[src/rtl/alu_seq_ctrl_pkg.sv]
// Shared constants for the ALU sequencer: micro-op codes, ARM condition
// codes, flag bit positions and the sequencer state encoding.
package alu_seq_pkg;

  localparam int UOP_NOP = 0;
  localparam int UOP_ADD = 1;
  localparam int UOP_SUB = 2;
  localparam int UOP_AND = 3;
  localparam int UOP_XOR = 4;
  localparam int UOP_CMP = 5;
  localparam int UOP_LSL = 6;
  localparam int UOP_LSR = 7;
  localparam int UOP_MOV = 8;
  localparam int UOP_MAX = UOP_MOV;

  localparam logic [3:0] COND_EQ = 4'd0;
  localparam logic [3:0] COND_NE = 4'd1;
  localparam logic [3:0] COND_CS = 4'd2;
  localparam logic [3:0] COND_CC = 4'd3;
  localparam logic [3:0] COND_MI = 4'd4;
  localparam logic [3:0] COND_PL = 4'd5;
  localparam logic [3:0] COND_VS = 4'd6;
  localparam logic [3:0] COND_VC = 4'd7;
  localparam logic [3:0] COND_HI = 4'd8;
  localparam logic [3:0] COND_LS = 4'd9;
  localparam logic [3:0] COND_GE = 4'd10;
  localparam logic [3:0] COND_LT = 4'd11;
  localparam logic [3:0] COND_GT = 4'd12;
  localparam logic [3:0] COND_LE = 4'd13;
  localparam logic [3:0] COND_AL = 4'd14;
  localparam logic [3:0] COND_NV = 4'd15;

  // Flags are packed as [Z,C,N,V]
  localparam int FLAG_Z = 3;
  localparam int FLAG_C = 2;
  localparam int FLAG_N = 1;
  localparam int FLAG_V = 0;

  // EXEC2 is only reachable when the registered-ALU variant is built
  typedef enum logic [1:0] {
    S_IDLE  = 2'd0,
    S_OPS   = 2'd1,
    S_EXEC  = 2'd2,
    S_EXEC2 = 2'd3
  } state_e;

endpackage

[src/rtl/alu_cond_eval.sv]
// ARM condition-code evaluator: (cond, flags[Z,C,N,V]) -> pass.
module alu_cond_eval
  import alu_seq_pkg::*;
(
  input  logic [3:0] cond,
  input  logic [3:0] flags,
  output logic       pass
);

  logic z, c, n, v;
  assign z = flags[FLAG_Z];
  assign c = flags[FLAG_C];
  assign n = flags[FLAG_N];
  assign v = flags[FLAG_V];

  // Decode the condition against the current flags; NV never passes
  always_comb begin
    pass = 1'b0;
    case (cond)
      COND_EQ: pass = z;
      COND_NE: pass = !z;
      COND_CS: pass = c;
      COND_CC: pass = !c;
      COND_MI: pass = n;
      COND_PL: pass = !n;
      COND_VS: pass = v;
      COND_VC: pass = !v;
      COND_HI: pass = c && !z;
      COND_LS: pass = !c || z;
      COND_GE: pass = (n == v);
      COND_LT: pass = (n != v);
      COND_GT: pass = !z && (n == v);
      COND_LE: pass = z || (n != v);
      COND_AL: pass = 1'b1;
      default: pass = 1'b0;
    endcase
  end

endmodule

[src/rtl/alu_seq_ctrl.sv]
// Single-issue sequencer around a combinational ALU.
// IDLE -> OPS (operand read + condition check) -> EXEC (drive ALU, write back) -> IDLE.
// Build option ALU_RETIME_EN: inserts EXEC2 after EXEC for a registered-output
// ALU; writeback then happens at the end of EXEC2.
module alu_seq_ctrl
  import alu_seq_pkg::*;
#(
  parameter int DATA_W   = 32,
  parameter int NUM_REGS = 16,
  parameter int UOP_W    = 5
) (
  input  logic                        clk,
  input  logic                        rst_n,
  input  logic                        instr_valid,
  output logic                        instr_ready,
  input  logic [UOP_W-1:0]            instr_uop,
  input  logic [3:0]                  instr_cond,
  input  logic [$clog2(NUM_REGS)-1:0] instr_rd,
  input  logic [$clog2(NUM_REGS)-1:0] instr_rn,
  input  logic [$clog2(NUM_REGS)-1:0] instr_rm,
  input  logic [DATA_W-1:0]           instr_imm,
  input  logic                        instr_use_imm,
  input  logic                        instr_set_flags,
  output logic [UOP_W-1:0]            alu_uop,
  output logic [DATA_W-1:0]           alu_lhs,
  output logic [DATA_W-1:0]           alu_rhs,
  input  logic [DATA_W-1:0]           alu_out,
  input  logic [3:0]                  alu_flags,
  output logic [3:0]                  flags_q,
  output logic                        done_valid,
  output logic                        done_skipped,
  output logic                        err_uop,
  input  logic [$clog2(NUM_REGS)-1:0] dbg_addr,
  output logic [DATA_W-1:0]           dbg_data
);

  localparam int IDX_W = $clog2(NUM_REGS);

`ifdef ALU_RETIME_EN
  localparam state_e S_WB = S_EXEC2;
`else
  localparam state_e S_WB = S_EXEC;
`endif

  state_e              state_q, state_d;
  logic [UOP_W-1:0]    uop_q, uop_d;
  logic [3:0]          cond_q, cond_d;
  logic [IDX_W-1:0]    rd_q, rd_d, rn_q, rn_d, rm_q, rm_d;
  logic [DATA_W-1:0]   imm_q, imm_d;
  logic                use_imm_q, use_imm_d, set_flags_q, set_flags_d;
  logic [DATA_W-1:0]   lhs_q, lhs_d, rhs_q, rhs_d;
  logic [3:0]          flags_d;
  logic [DATA_W-1:0]   regs_q [NUM_REGS];
  logic [DATA_W-1:0]   regs_d [NUM_REGS];
  logic                done_valid_q, done_valid_d;
  logic                done_skipped_q, done_skipped_d;
  logic                err_uop_q, err_uop_d;
  logic                cond_pass, uop_legal, writes_rd, in_exec;

  alu_cond_eval u_cond (
    .cond  (cond_q),
    .flags (flags_q),
    .pass  (cond_pass)
  );

  assign uop_legal = (uop_q <= UOP_W'(UOP_MAX));
  assign writes_rd = (uop_q != UOP_W'(UOP_NOP)) && (uop_q != UOP_W'(UOP_CMP));

`ifdef ALU_RETIME_EN
  assign in_exec = (state_q == S_EXEC) || (state_q == S_EXEC2);
`else
  assign in_exec = (state_q == S_EXEC);
`endif

  assign instr_ready  = (state_q == S_IDLE);
  assign alu_uop      = in_exec ? uop_q : UOP_W'(UOP_NOP);
  assign alu_lhs      = lhs_q;
  assign alu_rhs      = rhs_q;
  assign done_valid   = done_valid_q;
  assign done_skipped = done_skipped_q;
  assign err_uop      = err_uop_q;
  assign dbg_data     = regs_q[dbg_addr];

  // Next-state, field capture, operand fetch and writeback
  always_comb begin
    state_d        = state_q;
    uop_d          = uop_q;
    cond_d         = cond_q;
    rd_d           = rd_q;
    rn_d           = rn_q;
    rm_d           = rm_q;
    imm_d          = imm_q;
    use_imm_d      = use_imm_q;
    set_flags_d    = set_flags_q;
    lhs_d          = lhs_q;
    rhs_d          = rhs_q;
    flags_d        = flags_q;
    regs_d         = regs_q;
    done_valid_d   = 1'b0;
    done_skipped_d = 1'b0;
    err_uop_d      = 1'b0;
    case (state_q)
      S_IDLE: if (instr_valid) begin
        uop_d       = instr_uop;
        cond_d      = instr_cond;
        rd_d        = instr_rd;
        rn_d        = instr_rn;
        rm_d        = instr_rm;
        imm_d       = instr_imm;
        use_imm_d   = instr_use_imm;
        set_flags_d = instr_set_flags;
        state_d     = S_OPS;
      end
      S_OPS: begin
        if (!cond_pass) begin
          state_d        = S_IDLE;
          done_valid_d   = 1'b1;
          done_skipped_d = 1'b1;
        end else if (!uop_legal) begin
          state_d      = S_IDLE;
          done_valid_d = 1'b1;
          err_uop_d    = 1'b1;
        end else begin
          // Operands only move when the ALU will actually be used
          lhs_d   = regs_q[rn_q];
          rhs_d   = use_imm_q ? imm_q : regs_q[rm_q];
          state_d = S_EXEC;
        end
      end
`ifdef ALU_RETIME_EN
      S_EXEC:  state_d = S_EXEC2;
`else
      S_EXEC:  state_d = S_IDLE;
`endif
      default: state_d = S_IDLE;
    endcase
    // Retire: result and flags are sampled on the last ALU cycle
    if (state_q == S_WB) begin
      state_d      = S_IDLE;
      done_valid_d = 1'b1;
      if (writes_rd) regs_d[rd_q] = alu_out;
      if (set_flags_q || (uop_q == UOP_W'(UOP_CMP))) flags_d = alu_flags;
    end
  end

  // State and datapath registers; reset aborts any in-flight instruction
  always_ff @(posedge clk or negedge rst_n) begin
    if (!rst_n) begin
      state_q        <= S_IDLE;
      uop_q          <= '0;
      cond_q         <= '0;
      rd_q           <= '0;
      rn_q           <= '0;
      rm_q           <= '0;
      imm_q          <= '0;
      use_imm_q      <= 1'b0;
      set_flags_q    <= 1'b0;
      lhs_q          <= '0;
      rhs_q          <= '0;
      flags_q        <= '0;
      done_valid_q   <= 1'b0;
      done_skipped_q <= 1'b0;
      err_uop_q      <= 1'b0;
      for (int i = 0; i < NUM_REGS; i++) regs_q[i] <= '0;
    end else begin
      state_q        <= state_d;
      uop_q          <= uop_d;
      cond_q         <= cond_d;
      rd_q           <= rd_d;
      rn_q           <= rn_d;
      rm_q           <= rm_d;
      imm_q          <= imm_d;
      use_imm_q      <= use_imm_d;
      set_flags_q    <= set_flags_d;
      lhs_q          <= lhs_d;
      rhs_q          <= rhs_d;
      flags_q        <= flags_d;
      done_valid_q   <= done_valid_d;
      done_skipped_q <= done_skipped_d;
      err_uop_q      <= err_uop_d;
      regs_q         <= regs_d;
    end
  end

endmodule

[config.mk]
export PLATFORM = sky130hd
export DESIGN_NAME = alu_seq_ctrl
export DESIGN_NICKNAME = d
export VERILOG_FILES = /design/src/rtl/alu_seq_ctrl_pkg.sv /design/src/rtl/alu_cond_eval.sv /design/src/rtl/alu_seq_ctrl.sv
export SDC_FILE = /design/constraint.sdc
export NUM_CORES = 1
export LEC_CHECK = 0
export CORE_UTILIZATION = 45
export DETAILED_ROUTE_END_ITERATION = 8
export PLACE_DENSITY = 0.65
export SLEW_MARGIN = 20
export SYNTH_ARGS = -nofsm -noshare
export SYNTH_HDL_FRONTEND = slang
export SYNTH_SLANG_ARGS = --single-unit
[constraint.sdc]
create_clock -name clk -period 5.8 [get_ports clk]
set_clock_uncertainty 0.15 [all_clocks]
set_input_delay 0.58 -clock clk [delete_from_list [all_inputs] [get_ports clk]]
set_output_delay 0.58 -clock clk [all_outputs]
set_load 0.01 [all_outputs]
### After elaboration in Yosys (flattened, before gate mapping)

Index checks and enable logic that the tools add are counted.

* eq/ne operators: 21
* reductions and logical operators: 18
* bitwise logic cells: 4
* mux-type cells: 28
* magnitude comparators: 6

Operator list (count)
* $bwmux 512: 1
* $bmux 32 s4: 3
* $mux 32: 8
* $demux 32 s4: 1
* $eq 4x4->1 const B: 7
* $ge 5x5->1 const B: 4
* $not 4->5: 4
* $eq 4x3->1 const B: 4
* $pmux 1 s15: 1
* $eq 4x2->1 const B: 2
* $mux 1: 8
* $mux 2: 4
* $reduce_and 2->1: 3
* $eq 5x3->1 const B: 1
* $le 5x4->1 const B: 1
* $lt 5x1->1 const B: 1
* $mux 5: 1
* $ne 5x3->1 const B: 1
* $reduce_bool 5->1: 1
* $eq 4x1->1 const B: 1
* $logic_and 1x1->1: 4
* $logic_not 1->1: 4
* $logic_not 4->1: 1
* $pmux 2 s2: 1
* 8 further kinds: 10

* input port bits: 98
* bits in registers: 640
* output and inout port bits: 109
* word-level logic and storage cells: 108

### Longest topological paths before layout

Gate-level depths: netlist of run 1.

* depth after elaboration: 6
* mapped depth: 8
* mapped depth without buffers: 5

### By module

From an unflattened synthesis of run 1, not the netlist that was laid out.

* cells, all modules: 2398
* area total of the unflattened synthesis: 36004.5 um2

By module, submodules not included
* alu_seq_ctrl: area an instance 35810.6 um2, cells each 2370, instances 1, sequential area each 16015.4 um2
* alu_cond_eval: area an instance 193.9 um2, cells each 28, instances 1, sequential area each 0.0 um2

### Least setup slack after synthesis of run 1

No wires, ideal clock.

* kind: input -> output
* from: input port dbg_addr[0]
* to: output port dbg_data[11]
* setup slack: 2883 ps
* data required time: 5070 ps
* arrival: 2187 ps
* path buffers: 2
* stages on the path: 4
* cell sequence: buf_2 buf_2 mux4_2 mux4_2

* longest elaborated chain between the ends: 4

RTL lines
* start: declaration: RTL line alu_seq_ctrl.sv:33 `input logic [$clog2(NUM_REGS)-1:0] dbg_addr,`
* $not 4->5 (not written as such): RTL line alu_seq_ctrl.sv:82 `assign dbg_data = regs_q[dbg_addr];`
* $bmux 32 s4: RTL line alu_seq_ctrl.sv:82
* $mux 32 (not written as such) (2 in series): RTL line alu_seq_ctrl.sv:82
* end: declaration: RTL line alu_seq_ctrl.sv:34 `output logic [DATA_W-1:0] dbg_data`

No other way between the ends. The select of a mux whose other input is x is not followed.

### Worst setup path in the final report of run 1

* from: input port dbg_addr[0]
* to: output port dbg_data[9]

Same word-level chain as after synthesis.

==> results.sh, run 1 <==
export IMPL_core_area_um2=77800
export IMPL_cts_resized=0
export IMPL_slowest_delay_ns=0.57
export IMPL_grt_start_max_net_pins=177
export IMPL_rr_worst_depth=6
export IMPL_grt_util_all_layers_pct=26.9
export IMPL_cap_violations=0
export IMPL_arrival_ns=3.15
export IMPL_antenna_found_initial=5
export IMPL_worstSkewPairLatency_ns=0.63
export IMPL_period_minus_slack_ns=3.88
export IMPL_die_w_um=283
export IMPL_p_leak_uw=0.0171
export IMPL_crit_family="buffers and inverters"
export IMPL_critPathBufInv=3
export IMPL_setup_tns_ns=0
export IMPL_startpoint_type="input pin"
export IMPL_postLayoutCellArea_um2=41000
export IMPL_place_congestion=0.830
export IMPL_final_layout_size_suffix_gt1_share_pct=55.5
export IMPL_status="finished, final reports clean"
export IMPL_cts_sinks=640
export IMPL_netlist_top_cells_count="dfrtp_1, mux2_2, mux4_2, clkbuf_1, buf_2"
export IMPL_clkTransAtPathRegs_ns=0.06
export IMPL_drtAntennaViolNets=0
export IMPL_yosys_area_top_type="dfrtp_1"
export IMPL_relSlewSlack_pct=17.8
export IMPL_synth_main_ff_cell="dfrtp_1"
export IMPL_grt_pass1_vias=23300
export IMPL_postCtsSetupBuffers=0
export IMPL_cts_root_buf="clkbuf_16"
export IMPL_dp_cells=3196
export IMPL_fillers=6250
export IMPL_synth_top_area_share_pct=45.0
export IMPL_numCtsBuffers=73
export IMPL_ys_ff_latch=640
export IMPL_wl_per_cell_um=31.8
export IMPL_hold_depth=1
export IMPL_worstMarginPinSlew_ns=1.23
export IMPL_vdd_drop_max_mv=0.214
export IMPL_drt_initial_drc_count=2191
export IMPL_syn_inst=2111
export IMPL_drt_wl_total_um=106000
export IMPL_post_dp_cell_area_um2=38600
export IMPL_first_pass_iters=8
export IMPL_io_pin_count=207
export IMPL_h_tree_depth=3
export IMPL_crit_top_cell="mux4_2"
export IMPL_drc=0
export IMPL_synthDistinctLibCells=43
export IMPL_stdcell_count=3323
export IMPL_worstHoldPathType="flop to flop"
export IMPL_dp_hpwl_um=63400
export IMPL_worstSetupPathType="input pin to primary output"
export IMPL_min_from="alu_lhs[28]$_DFFE_PN0P_"
export IMPL_cts_tree="yes"
export IMPL_synth_area_leaders="dfrtp_1, mux4_2, mux2_2"
export IMPL_grt_pass1_wl_um=161000
export IMPL_vias=22200
export IMPL_syn2layout_area_growth_pct=15.1
export IMPL_fmax_ghz=0.258
export IMPL_crit_required_ns=5.07
export IMPL_hold_viol=0
export IMPL_io_buffers=206
export IMPL_path_cells="clkbuf_8, buf_12, mux4_2, mux4_2, clkdlybuf4s50_1"
export IMPL_yosysMostFrequentCell="dfrtp_1"
export IMPL_grt_overflow=0
export IMPL_p_per_area_nw_per_um2=408
export IMPL_rows=102
export IMPL_die_h_um=283
export IMPL_yosys_warnings=0
export IMPL_syn_avg_cell_area_um2=16.9
export IMPL_rsz0062_at_grt="no"
export IMPL_netlist_area_um2=35600
export IMPL_hold_end="alu_lhs[28]$_DFFE_PN0P_"
export IMPL_vias_per_cell=6.69
export IMPL_cts_buffer_depth=3
export IMPL_synth_edf_count=0
export IMPL_ys_async_sr_fraction_pct=100
export IMPL_report_final_slew_viol_count=0
export IMPL_synth_nets=2209
export IMPL_end_kind="primary output"
export IMPL_fin_crit_sh_pct=66.9
export IMPL_cp_slowest_cell="mux4_2"
export IMPL_r2r_slack_ns=2.12
export IMPL_r2r_start="rm_q[3]$_DFFE_PN0P_"
export IMPL_start_util_pct=45.8
export IMPL_yosysSeqAreaShare_pct=45.0
export IMPL_dieArea_um2=80300
export IMPL_cp_max_fo=48
export IMPL_setup_viol=0
export IMPL_finalNetCount=2330
export IMPL_insertedDiodeCount=0
export IMPL_crit_reg2reg_capture="alu_rhs[26]$_DFFE_PN0P_"
export IMPL_utilization_pct=52.7
power breakdown:
group	internal, µW	total, µW	leakage (µW)	switching, µW
clock	2790	4680	0.00117	1900
combinational	3190	5200	0.00757	2010
sequential	5520	6860	0.00840	1340
per-layer routing:
layer / global-route usage [%] / wire length (µm) / vias to the layer above
met5: 0 / 46 / -
met4: 7.84 / 3050 / 8
met3: 5.71 / 8840 / 186
met2: 42.7 / 50900 / 1066
met1: 37.6 / 42900 / 12200
li1: - / - / 8803
cell usage in the layout, fill, tap and decap left out, drive strengths merged, types with 2 or more instances in the layout:
cell	Yosys	final
nor3b	2	2
clkinv	1	12
o21ai	34	34
a31oi	3	3
nand2	6	6
a222oi	32	32
inv	1	4
buf	114	55
clkdlybuf4s50	0	201
mux2i	34	34
or3	2	2
clkbuf	96	104
nand2b	5	5
and3b	2	2
clkinvlp	0	3
mux2	633	633
nor2	21	21
and2	6	6
a21oi	4	4
nand3b	4	4
nand3	4	4
bufinv	0	6
dfrtp	640	640
nor2b	3	3
mux4	448	448
xnor2	3	3
area by class of cell:
type | instances | area (µm²) | share of cell area (%)
flip-flops and latches | 640 | 16000 | 39.1
clock inverters | 23 | 284 | 0.692
clock buffers | 103 | 2100 | 5.12
well taps | 1040 | 1300 | 3.17
inverters | 2 | 7.51 | 0.0183
multi-input cells | 1257 | 18700 | 45.5
repair buffers | 258 | 2620 | 6.40
stage by stage:
stage / setup slack (ns) / power [µW] / hold WS [ns]
2_1_floorplan: 2.88 / 10100 / 0.134
3_3_place_gp: 1.86 / 12000 / 0.342
3_5_place_dp: 1.86 / 12100 / 0.346
4_1_cts: 1.87 / 16800 / 0.358
5_1_grt: 1.79 / 17500 / 0.370
6_report: 1.92 / 16700 / 0.355
worst register-to-register path: stages, from the launching register on:
cell and delay, ns:
dfrtp_2 0.94, clkinv_1 0.55, nor2_2 1.07, buf_4 0.40, a222oi_1 0.13, o21ai_0 0.17
mux2_2 0.20
kinds of logic after synthesis:
logic type             count (synthesis)  share of synthesized area [%]
flip-flops                           640                           45.0
AO/OA/AOI/OAI                         76                           1.57
AND/OR/NAND/NOR                       62                          0.938
multiplexers                        1115                           49.4
buffers and inverters                214                           3.03
XOR/XNOR                               4                         0.0984
repair_timing:
action                                  in CTS  in global routing
endpoints found under the setup margin       0                  0
hold buffers                                 1                  0
endpoints found under the hold margin       59                  0
sequential cells by signal (all words and copies together), names as in the netlist:
signal and cells:
alu_lhs 32, alu_rhs 32, cond_q 4, done_skipped 1
done_valid 1, err_uop 1, flags_q 4, imm_q 32
rd_q 4, regs_q 512, rm_q 4, rn_q 4
set_flags_q 1, state_q 2, uop_q 5, use_imm_q 1
how the worst max path moves through the flow:
stage,depth (start not counted),endpoint,startpoint
floorplan,4,dbg_data[11],dbg_addr[0]
global placement,5,dbg_data[15],dbg_addr[0]
detailed placement,5,dbg_data[15],dbg_addr[0]
CTS,5,dbg_data[15],dbg_addr[0]
global route,5,dbg_data[15],dbg_addr[0]
finish,5,dbg_data[9],dbg_addr[0]
(Power assumes the default switching activity.)
==> inputs of run 2 (changes only) <==
- PLACE_DENSITY: 0.65 -> 0.67
- clock period: 5.8 -> 3.35 ns (I/O delays scaled with it)
==> run 2 against run 1 <==
Combinational power up 84%. Via count up 0.98%. Cell area up 2.4%. Final cell count up 2.0%. Critical endpoint is now dbg_data[10]. Total power up 78%. Largest cell class unchanged. Count of clock-buffer cells in the layout unchanged. Critical path type is now flop to primary output.
==> results.sh, run 2 (synthesis gave the netlist of run 1 again) <==
export IMPL_core_area_um2=77800
export IMPL_cap_violations=0
export IMPL_die_w_um=283
export IMPL_startpoint_type="flop"
export IMPL_drt_initial_drc_count=2291
export IMPL_cts_tree="yes"
export IMPL_dieArea_um2=80300
export IMPL_fillers=6117
export IMPL_place_congestion=0.846
export IMPL_grt_util_all_layers_pct=26.7
export IMPL_numCtsBuffers=74
export IMPL_h_tree_depth=3
export IMPL_worstSkewPairLatency_ns=0.63
export IMPL_arrival_ns=2.61
export IMPL_io_buffers=206
export IMPL_grt_overflow=0
export IMPL_final_layout_size_suffix_gt1_share_pct=56.9
export IMPL_setup_tns_ns=0
export IMPL_grt_pass1_vias=23500
export IMPL_p_per_area_nw_per_um2=709
export IMPL_rows=102
export IMPL_period_minus_slack_ns=3.10
export IMPL_layout_common_cells="dfrtp_1, mux2_2, mux4_2"
export IMPL_vias_per_cell=6.63
export IMPL_worstMarginPinSlew_ns=1.01
export IMPL_largest_register_ff_count=512
export IMPL_relSlewSlack_pct=32.4
export IMPL_setup_slack_ns=0.251
export IMPL_vias=22500
export IMPL_cp_max_fo=4
export IMPL_crit_required_ns=2.86
export IMPL_clkTransAtPathRegs_ns=0.06
export IMPL_status="finished, final reports clean"
export IMPL_fmax_ghz=0.323
export IMPL_cts_root_buf="clkbuf_16"
export IMPL_grt_pass1_wl_um=160000
export IMPL_layout_commonest_cell="dfrtp_1"
export IMPL_drt_wl_total_um=105000
export IMPL_wl_per_cell_um=31.1
export IMPL_regMostFlops="regs_q"
export IMPL_vdd_drop_max_mv=0.389
export IMPL_finalNetCount=2385
export IMPL_dp_hpwl_um=64300
export IMPL_hold_viol=0
export IMPL_antenna_found_initial=6
export IMPL_cts_buffer_depth=3
export IMPL_report_final_slew_viol_count=0
export IMPL_die_h_um=283
export IMPL_place_ws_ns=0.265
export IMPL_rsz0062_at_grt="no"
export IMPL_io_pin_count=207
export IMPL_worstHoldPathType="input pin to flop"
export IMPL_first_pass_iters=5
export IMPL_end_kind="primary output"
export IMPL_cts_sinks=640
export IMPL_p_leak_uw=0.0176
export IMPL_drtAntennaViolNets=0
export IMPL_grt_start_max_net_pins=85
export IMPL_setup_viol=0
export IMPL_fin_crit_sh_pct=92.5
export IMPL_worstSetupPathType="flop to primary output"
export IMPL_drc=0
export IMPL_syn2layout_area_growth_pct=17.9
export IMPL_start_util_pct=45.8
-- run 2: cell count changes in the layout (fill, tap and decap cells not counted), moves of 3 or more --
| cell | delta |
|---|---|
| buf_12 | +32 |
| clkbuf_16 | +4 |
| clkbuf_1 | -5 |
| bufinv_16 | +3 |
| diode_2 | +3 |
| clkinv_2 | +5 |
| buf_4 | +22 |
-- run 2: layer usage --
metal / wire length (µm) / global-route usage (%)
met5: 41 / 0
met4: 3510 / 9.61
met1: 43400 / 37.6
met3: 8930 / 5.79
met2: 49500 / 41.0
-- run 2: final timing paths --
kind	start	to	slack (ns)	cells after the start
min in group asynchronous	rst_n	regs_q[382]$_DFFE_PN0P_	0.22	2
setup reg to reg	uop_q[0]$_DFFE_PN0P_	regs_q[355]$_DFFE_PN0P_	0.40	6
hold / removal	instr_rn[1]	rn_q[1]$_DFFE_PN0P_	0.17	2
setup / recovery	regs_q[10]$_DFFE_PN0P_	dbg_data[10]	0.25	3
hold reg to reg	state_q[1]$_DFFE_PN0P_	done_skipped$_DFF_PN0_	0.35	1
max in group asynchronous	rst_n	regs_q[13]$_DFFE_PN0P_	1.88	3
-- run 2: critical path, cell delays in order, from the launching register on --
cell and delay [ns]:
dfrtp_1 0.42, mux4_2 0.49, mux4_2 0.56, clkdlybuf4s50_1 0.51
-- run 2: stage by stage --
stage,utilization (%),hold WS [ns],std cells,power [µW],area (µm²)
final,54.0,0.172,3388,29800,42000
after global placement,50.6,0.294,3250,21000,39400
after detailed placement,50.6,0.307,3250,21300,39400
after CTS,54.0,0.144,3385,29900,42000
after floorplan,-,-0.111,2111,17500,35600
after global routing,54.0,0.173,3388,31000,42000
-- run 2: layout make-up --
type	instances	area, µm²	share of cell area, %
inverter	2	7.51	0.0179
antenna	3	7.51	0.0179
sequential	640	16000	38.2
clock buffer	103	2200	5.23
tap	1040	1300	3.10
timing repair buffer	312	3410	8.11
clock inverter	31	398	0.947
multi-input combinational	1257	18700	44.4
-- run 2: what timing repair did --
action | CTS | global route
hold endpoints to repair | 66 | 0
endpoints found under the setup margin | 0 | 0
hold buffers | 1 | 0
setup buffers | 0 | 0
gates resized for setup | 0 | 0
-- run 2: report_power, final --
part	leakage (µW)	internal, µW	switching (µW)
clock network	0.00128	5270	3320
logic	0.00796	5770	3830
registers	0.00840	9560	2040
total	0.0176	20600	9180
==> inputs of run 3 (changes only) <==
- MAX_ROUTING_LAYER: default -> met4
- PLACE_DENSITY: 0.67 -> default
- PLACE_DENSITY_LB_ADDON: default -> 0.1
==> run 3 against run 2 <==
Setup slack gained 0.036 ns. Utilization grew 0.14 points. Total power down 0.66%. Clock power shrank 2.9%. Final cell count grew 0.21%. Die area stayed put. Fmax grew 1.2%. Via count fell by 1.1%. Non-clock buffer count is 3 higher. Hold slack worse by 0.067 ns. Routed wire length up 2.0%. Highest routed layer is now met4.
==> results.sh, run 3 (synthesis gave the netlist of run 1 again) <==
export IMPL_status="finished, final reports clean"
export IMPL_vias=22200
export IMPL_cts_buffer_depth=3
export IMPL_die_h_um=283
export IMPL_largest_register_ff_count=512
export IMPL_syn2layout_area_growth_pct=18.2
export IMPL_fin_crit_sh_pct=91.4
export IMPL_end_kind="primary output"
export IMPL_report_final_slew_viol_count=0
export IMPL_rsz0062_at_grt="no"
export IMPL_setup_viol=0
export IMPL_dp_cells=3253
export IMPL_clkTransAtPathRegs_ns=0.06
export IMPL_p_leak_uw=0.0177
export IMPL_drt_wl_total_um=107000
export IMPL_grt_start_max_net_pins=102
export IMPL_regMostFlops="regs_q"
export IMPL_grt_pass1_vias=23300
export IMPL_cts_root_buf="clkbuf_16"
export IMPL_stdcell_count=3395
export IMPL_cts_sinks=640
export IMPL_core_area_um2=77800
export IMPL_h_tree_depth=3
export IMPL_arrival_ns=2.58
export IMPL_io_pin_count=207
export IMPL_grt_util_all_layers_pct=28.3
export IMPL_hold_viol=0
export IMPL_cap_violations=0
export IMPL_die_w_um=283
export IMPL_drc=0
export IMPL_worstSkewPairLatency_ns=0.61
export IMPL_final_layout_size_suffix_gt1_share_pct=56.7
export IMPL_fmax_ghz=0.326
export IMPL_relSlewSlack_pct=47.4
export IMPL_io_buffers=206
export IMPL_worstMarginPinSlew_ns=0.789
export IMPL_numCtsBuffers=75
export IMPL_cp_max_fo=4
export IMPL_grt_overflow=0
export IMPL_drt_initial_drc_count=2076
export IMPL_antenna_found_initial=5
export IMPL_wl_per_cell_um=31.7
export IMPL_crit_required_ns=2.86
export IMPL_vdd_drop_max_mv=0.375
export IMPL_finalNetCount=2389
export IMPL_place_congestion=0.856
export IMPL_layout_common_cells="dfrtp_1, mux2_2, mux4_2"
export IMPL_cts_resized=0
export IMPL_setup_tns_ns=0
export IMPL_layout_commonest_cell="dfrtp_1"
export IMPL_drtAntennaViolNets=0
export IMPL_rows=102
export IMPL_first_pass_iters=7
export IMPL_vias_per_cell=6.54
export IMPL_whs_ns=0.104
export IMPL_cts_tree="yes"
export IMPL_startpoint_type="flop"
export IMPL_p_per_area_nw_per_um2=703
export IMPL_dieArea_um2=80300
export IMPL_worstHoldPathType="input pin to asynchronous set/reset pin"
export IMPL_period_minus_slack_ns=3.06
export IMPL_worstSetupPathType="flop to primary output"
export IMPL_start_util_pct=45.8
export IMPL_grt_pass1_wl_um=163000
export IMPL_dp_hpwl_um=67300
[run 3: changes by cell type in the layout (fill, tap and decap cells not counted), moves of 4 or more]
| cell | delta |
|---|---|
| buf_12 | +12 |
| buf_4 | -9 |
| bufinv_16 | -4 |
| clkbuf_1 | +6 |
| clkbuf_8 | +8 |
| clkinvlp_4 | -4 |
[run 3: layout make-up]
cell class                 instances  area [µm²]
antenna                            6        15.0
clock buffer                     115        2280
clock inverter                    20         233
fill                            6217       35700
inverter                           2        7.51
multi-input combinational       1257       18700
sequential                       640       16000
tap                             1040        1300
timing repair buffer             315        3590
[run 3: worst max-delay path: stages (launching register included)]
cell	delay (ns)
dfrtp_1	0.41
mux4_2	0.46
mux4_2	0.58
clkdlybuf4s50_1	0.51
[run 3: metal layers]
metal	up-vias	wire, µm	track usage [%]
met1	12300	46600	39.8
li1	8910	-	-
met4	0	2650	7.18
met5	-	0	-
met2	867	50800	42.5
met3	169	7450	5.26
[run 3: timing repair]
item	4_1_cts	5_1_grt
buffers inserted	0	0
hold endpoints to repair	171	0
hold buffers	1	0
[run 3: final timing paths]
kind                                             start                 endpoint  slack, ns  cells after the start
min in group clk                         instr_cond[2]    cond_q[2]$_DFFE_PN0P_       0.17                      3
worst min register to register  state_q[1]$_DFFE_PN0P_   done_skipped$_DFF_PN0_       0.35                      1
max in group asynchronous                        rst_n      rn_q[2]$_DFFE_PN0P_       1.78                      3
worst max register to register     rm_q[0]$_DFFE_PN0P_  alu_rhs[22]$_DFFE_PN0P_       0.56                      6
worst max-delay path            regs_q[96]$_DFFE_PN0P_              dbg_data[0]       0.29                      3
worst min-delay path                             rst_n  regs_q[379]$_DFFE_PN0P_       0.10                      2
[run 3: through the flow]
| stage | total power [µW] | util [%] | instance area, µm² | setup slack [ns] |
|---|---|---|---|---|
| 2_1_floorplan | 17500 | - | 35600 | 0.923 |
| 3_3_place_gp | 21200 | 50.8 | 39600 | 0.317 |
| 3_5_place_dp | 21400 | 50.8 | 39600 | 0.314 |
| 4_1_cts | 29800 | 54.1 | 42100 | 0.241 |
| 5_1_grt | 30900 | 54.1 | 42100 | 0.205 |
| 6_report | 29600 | 54.1 | 42100 | 0.287 |
[run 3: report_power, final]
part | internal [µW] | total [µW] | leakage, µW | switching, µW
Combinational | 5810 | 9690 | 0.00802 | 3890
Sequential | 9570 | 11600 | 0.00840 | 1990
Clock | 5060 | 8340 | 0.00125 | 3280
